===== config.mk =====
export PLATFORM = sky130hd
export DESIGN_NAME = grid_tick_controller
export DESIGN_NICKNAME = d
export VERILOG_FILES = /design/src/rtl/grid_tick_controller.sv
export SDC_FILE = /design/constraint.sdc
export NUM_CORES = 1
export LEC_CHECK = 0
export CORE_MARGIN = 3
export CORE_UTILIZATION = 50
export DETAILED_ROUTE_END_ITERATION = 8
export GPL_ROUTABILITY_DRIVEN = 0
export GPL_TIMING_DRIVEN = 1
export PLACE_DENSITY = 0.8
export SYNTH_ARGS = -nofsm -noshare
export SYNTH_HDL_FRONTEND = slang
export SYNTH_SLANG_ARGS = --single-unit

===== constraint.sdc =====
create_clock -name clk -period 5.9 [get_ports clk]
set_clock_uncertainty 0.2 [all_clocks]
set_input_delay 0.885 -clock clk [delete_from_list [all_inputs] [get_ports clk]]
set_output_delay 0.885 -clock clk [all_outputs]
set_load 0.01 [all_outputs]

===== src/rtl/grid_tick_controller.sv =====
// grid_tick_controller
//   Global time-step sequencer for a grid of NUM_CORES cores. It waits until
//   every core is done or idle and every router is empty, requires that
//   condition to hold for SETTLE_CYCLES consecutive cycles, and then issues a
//   one-cycle tick with a coincident core_clr. Ticks are counted against a
//   run length latched at start. Cores that never settle trip a timeout.
//
// Ports
//   clk, rst          clock; synchronous active-high reset
//   start             pulse; begins a run from IDLE or ERR
//   stop              pulse; graceful end after the tick in progress
//   num_ticks_cfg     run length in ticks (0 = free-run until stop)
//   core_done         per-core: all received packets processed
//   core_idle         per-core: axon FIFO empty and controller idle
//   router_idle       per-core: all router buffers empty
//   tick, core_clr    one-cycle time-step pulse and counter clear
//   tick_count        ticks issued in the current run
//   busy              high while running, settling or ticking
//   done              one-cycle pulse at run end
//   timeout_err       high while in the error state
//   stuck_mask        cores that were not quiet when the timeout fired
//
// Every output is a decode of registered state, so there is no
// combinational path from any input to any output.
module grid_tick_controller #(
  parameter int NUM_CORES      = 4,
  parameter int SETTLE_CYCLES  = 8,
  parameter int TIMEOUT_CYCLES = 4096
) (
  input  logic                 clk,
  input  logic                 rst,
  input  logic                 start,
  input  logic                 stop,
  input  logic [15:0]          num_ticks_cfg,
  input  logic [NUM_CORES-1:0] core_done,
  input  logic [NUM_CORES-1:0] core_idle,
  input  logic [NUM_CORES-1:0] router_idle,
  output logic                 tick,
  output logic                 core_clr,
  output logic [15:0]          tick_count,
  output logic                 busy,
  output logic                 done,
  output logic                 timeout_err,
  output logic [NUM_CORES-1:0] stuck_mask
);

  localparam int SW = $clog2(SETTLE_CYCLES + 1);
  localparam int TW = $clog2(TIMEOUT_CYCLES);

  typedef enum logic [2:0] {
    S_IDLE,
    S_RUN,
    S_SETTLE,
    S_TICK,
    S_DONE,
    S_ERR
  } state_t;

  state_t               state, state_nx;
  logic [15:0]          target, target_nx;
  logic [15:0]          tick_count_nx, tick_count_inc;
  logic                 stop_pending, stop_pending_nx;
  logic [TW-1:0]        timeout_cnt, timeout_cnt_nx;
  logic [SW-1:0]        settle_cnt, settle_cnt_nx;
  logic [NUM_CORES-1:0] stuck_mask_nx;
  logic [NUM_CORES-1:0] not_quiet;
  logic                 all_quiet;
  logic                 timeout_hit;
  logic                 settle_hit;
  logic                 run_last;

  // A core is quiet when it is done or idle and its router is empty.
  assign not_quiet      = ~(core_done | core_idle) | ~router_idle;
  assign all_quiet      = ~|not_quiet;
  assign timeout_hit    = (timeout_cnt == TW'(TIMEOUT_CYCLES - 1));
  assign settle_hit     = (settle_cnt == SW'(SETTLE_CYCLES - 1));
  assign tick_count_inc = tick_count + 16'd1;
  assign run_last       = (target != 16'd0) && (tick_count_inc == target);

  always_ff @(posedge clk) begin
    if (rst) begin
      state        <= S_IDLE;
      target       <= '0;
      tick_count   <= '0;
      stop_pending <= 1'b0;
      timeout_cnt  <= '0;
      settle_cnt   <= '0;
      stuck_mask   <= '0;
    end else begin
      state        <= state_nx;
      target       <= target_nx;
      tick_count   <= tick_count_nx;
      stop_pending <= stop_pending_nx;
      timeout_cnt  <= timeout_cnt_nx;
      settle_cnt   <= settle_cnt_nx;
      stuck_mask   <= stuck_mask_nx;
    end
  end

  always_comb begin
    state_nx        = state;
    target_nx       = target;
    tick_count_nx   = tick_count;
    stop_pending_nx = stop_pending;
    timeout_cnt_nx  = timeout_cnt;
    settle_cnt_nx   = settle_cnt;
    stuck_mask_nx   = stuck_mask;

    unique case (state)
      S_IDLE, S_ERR: begin
        // start wins over a simultaneous stop, which is simply dropped.
        if (start) begin
          state_nx        = S_RUN;
          target_nx       = num_ticks_cfg;
          tick_count_nx   = '0;
          stop_pending_nx = 1'b0;
          timeout_cnt_nx  = '0;
          settle_cnt_nx   = '0;
          stuck_mask_nx   = '0;
        end
      end

      S_RUN: begin
        if (stop) stop_pending_nx = 1'b1;
        timeout_cnt_nx = timeout_cnt + TW'(1);
        if (timeout_hit) begin
          state_nx      = S_ERR;
          stuck_mask_nx = not_quiet;
        end else if (all_quiet) begin
          state_nx      = S_SETTLE;
          settle_cnt_nx = '0;
        end
      end

      S_SETTLE: begin
        if (stop) stop_pending_nx = 1'b1;
        timeout_cnt_nx = timeout_cnt + TW'(1);
        // Completing the settle window takes priority over a timeout that
        // lands on the same cycle.
        if (all_quiet && settle_hit) begin
          state_nx = S_TICK;
        end else if (timeout_hit) begin
          state_nx      = S_ERR;
          stuck_mask_nx = not_quiet;
        end else if (!all_quiet) begin
          state_nx      = S_RUN;
          settle_cnt_nx = '0;
        end else begin
          settle_cnt_nx = settle_cnt + SW'(1);
        end
      end

      S_TICK: begin
        if (stop) stop_pending_nx = 1'b1;
        tick_count_nx = tick_count_inc;
        if (run_last || stop_pending) begin
          state_nx = S_DONE;
        end else begin
          state_nx       = S_RUN;
          timeout_cnt_nx = '0;
        end
      end

      S_DONE: begin
        state_nx = S_IDLE;
      end

      default: begin
        state_nx = S_IDLE;
      end
    endcase
  end

  assign tick        = (state == S_TICK);
  assign core_clr    = (state == S_TICK);
  assign done        = (state == S_DONE);
  assign busy        = (state == S_RUN) || (state == S_SETTLE) || (state == S_TICK);
  assign timeout_err = (state == S_ERR);

endmodule


==> flow_metrics.tcl <==
set metrics [dict create \
    seq_area_frac_synth_pct 34.1 \
    drt_first_pass_iters 4 \
    p_int_uw 579 \
    critPathKind "register to primary output" \
    grt-ovfl-total 0 \
    cts_tree "done" \
    setup_viol 0 \
    ys.flop_type "dfxtp_1" \
    synth-edff-count 0 \
    syn_inst 404 \
    hold_buffers 0 \
    cts.sinks 56 \
    seqPwrFrac_pct 51.8 \
    insertedDiodeCount 0 \
    slew_violations 0 \
    post-cts-setup-buffer-count 0 \
    die_h_um 87.0 \
    regToRegSetupSlack_ps 2940 \
    post_cts_resize_count 0 \
    portBuffers 56 \
    drv_cap 0 \
    wire_per_inst_um 15.0 \
    fin_crit_sh_pct 66.9 \
    utilization_pct 63.9 \
    period_minus_slack_ps 3950 \
    grt_usage_pct 20.8 \
    die_area_sq_um 7570 \
    rsz0062_at_grt "no" \
    initial_core_util_pct 53.6 \
    num_io_pins 57 \
    cts_buffer_depth 2 \
    ys_types 58 \
    syn_avg_cell_area_sq_um 8.13 \
    worst_ep_arrival_time_ps 2860 \
    grt_pass1_wl_mm 13.0 \
    ir_worst_vdd_mv 0.146 \
    worstPathRequired_ps 4820 \
    setup_tns_ps 0 \
    power_frac_comb_pct 16.3 \
    grt_start_max_net_pins 56 \
    nets 480 \
    cts_root_buffer "clkbuf_8" \
    grt_pass1_vias 2760 \
    place_hpwl_mm 5.64 \
    drc 0 \
    syn_to_final_growth_pct 19.4 \
    drive_above_1_share_pct 5.83 \
    rr_startpoint "tick_count[4]$_SDFFE_PP0P_" \
    h-tree-depth 2 \
    drt_first_iter_violations 226 \
    row_count 28 \
    pwr-share-clk_pct 31.9 \
    switching_share_pct 25.8 \
    dpl_cell_area_sq_um 3810 \
    vias 3083 \
    critPathLaunchType "register" \
    tightest_slew_ps 1160 \
    postRouteAntennaNets 0 \
    syn_nets 439 \
    n_fill_cell 520 \
    via_per_inst 5.92 \
    antenna_found_initial 0 \
    p_total_uw 780 \
    worstReg2RegEnd "timeout_cnt[9]$_SDFFE_PP0P_" \
    max_slew_margin_pct 22.3 \
    routed_wl_mm 7.81 \
    hp-class "register to register" \
    yosys_warnings 0 \
    cp_max_fo 21 \
    clk_latency_ps 300 \
    status "finished, final reports clean" \
    fmax_ghz 0.253 \
    p_leak_uw 0.00139 \
    synth-seq-cells 56 \
    die_x_um 87.0 \
    async_flop_share_pct 0 \
    path_clk_slew_ps 100 \
    syn_area_sq_um 3280 \
    r2r_cells 7 \
    endpoint "core_clr" \
    endpoint_kind "primary output" \
    startpoint "state[0]$_SDFFE_PP0P_" \
    p_sw_uw 201 \
    power_density_nw_per_um2 199 \
    finalHoldViolations 0 \
    fp.coreArea_sq_um 6130 \
    hold_ws_ps 280 \
    cts_made_buffers 5 \
    fin_area_sq_um 3920 \
]
state kept, by name (all words and copies together), names as in the netlist:
| name | flops |
|---|---|
| target | 16 |
| tick_count | 16 |
| timeout_cnt | 12 |
| settle_cnt | 4 |
| stuck_mask | 4 |
| state | 3 |
| stop_pending | 1 |
placed cells by master (no fill, tap or decap), types with 5 or more instances in the layout:
cell type / Yosys / layout
nor3_1: 9 / 9
a311oi_1: 7 / 7
xnor2_1: 10 / 10
a31oi_1: 6 / 6
nand4_1: 5 / 5
nand3_1: 16 / 16
and2_1: 9 / 9
nand2_1: 28 / 28
dfxtp_1: 56 / 56
nor2_1: 60 / 59
a211oi_1: 5 / 5
inv_1: 10 / 10
nor4_1: 11 / 11
mux2i_1: 21 / 21
clkbuf_8: 0 / 5
o21ai_0: 29 / 29
a21oi_1: 21 / 21
clkdlybuf4s50_1: 0 / 55
xor2_1: 8 / 8
worst min path at each step:
stage                     cells after the start  slack (ps)                          from                      endpoint
after floorplan                               1         230  timeout_cnt[10]$_SDFFE_PP0P_  timeout_cnt[10]$_SDFFE_PP0P_
after global placement                        1         260  timeout_cnt[10]$_SDFFE_PP0P_  timeout_cnt[10]$_SDFFE_PP0P_
after detailed placement                      1         270   timeout_cnt[7]$_SDFFE_PP0P_   timeout_cnt[7]$_SDFFE_PP0P_
after CTS                                     1         280   timeout_cnt[7]$_SDFFE_PP0P_   timeout_cnt[7]$_SDFFE_PP0P_
after global routing                          2         320    settle_cnt[3]$_SDFFE_PP0P_    settle_cnt[3]$_SDFFE_PP0P_
final                                         1         280   timeout_cnt[7]$_SDFFE_PP0P_   timeout_cnt[7]$_SDFFE_PP0P_
layout make-up:
cell class / instances / area [sq um] / share of cell area (%)
Clock buffer: 6 / 72.6 / 1.85
Clock inverter: 2 / 35.0 / 0.894
Inverter: 11 / 41.3 / 1.05
Multi-Input combinational cell: 313 / 1990 / 50.7
Sequential cell: 56 / 1120 / 28.6
Tap cell: 75 / 93.8 / 2.39
Timing Repair Buffer: 58 / 571 / 14.6
critical path, stage by stage (launching register included):
cell             delay, ps
dfxtp_1                590
nand3_1                660
inv_1                  660
clkdlybuf4s50_1        640
cell usage after synthesis (5+ instances only):
cell type | number | share of area, %
a211oi_1 | 5 | 1.1
a21oi_1 | 21 | 3.2
a311oi_1 | 7 | 1.9
a31oi_1 | 6 | 1.1
and2_1 | 9 | 1.7
clkbuf_1 | 13 | 1.5
dfxtp_1 | 56 | 34
inv_1 | 10 | 1.1
mux2i_1 | 21 | 6.4
nand2_1 | 28 | 3.2
nand3_1 | 16 | 2.4
nand4_1 | 5 | 0.95
nor2_1 | 60 | 6.9
nor3_1 | 9 | 1.4
nor4_1 | 11 | 2.1
o21ai_0 | 29 | 4.4
xnor2_1 | 10 | 2.7
xor2_1 | 8 | 2.1
power groups by stage:
stage | Sequential (uW) | Combinational (uW) | Clock (uW)
after global routing | 406 | 140 | 269
after CTS | 403 | 127 | 253
after detailed placement | 412 | 126 | 0
after global placement | 411 | 124 | 0
after floorplan | 408 | 85.7 | 0
final | 404 | 127 | 249
stage by stage:
step,worst slack [ps],cells
after floorplan,3270,404
after global placement,2490,513
after detailed placement,2370,513
after CTS,2020,521
after global routing,1810,521
final,1950,521
routing by layer:
| metal | share of wire [%] | up-vias | track usage [%] |
|---|---|---|---|
| li1 | - | 1549 | - |
| met1 | 48 | 1442 | 29.8 |
| met2 | 46 | 84 | 32.4 |
| met3 | 5.0 | 8 | 3.41 |
| met4 | 0.90 | 0 | 5.24 |
| met5 | 0 | - | 0 |
cell families after synthesis:
kind of cell               Yosys count  synth area share [%]
and+or+nand+nor                    169                  26.1
AOI/OAI and AO/OA                  101                  21.2
DFF                                 56                  34.1
buffers and inverters               35                  5.45
muxes                               21                  6.40
xor gates and xnor gates            19                  5.49
adders and majority gates            3                  1.14
(Power assumes the default switching activity.)
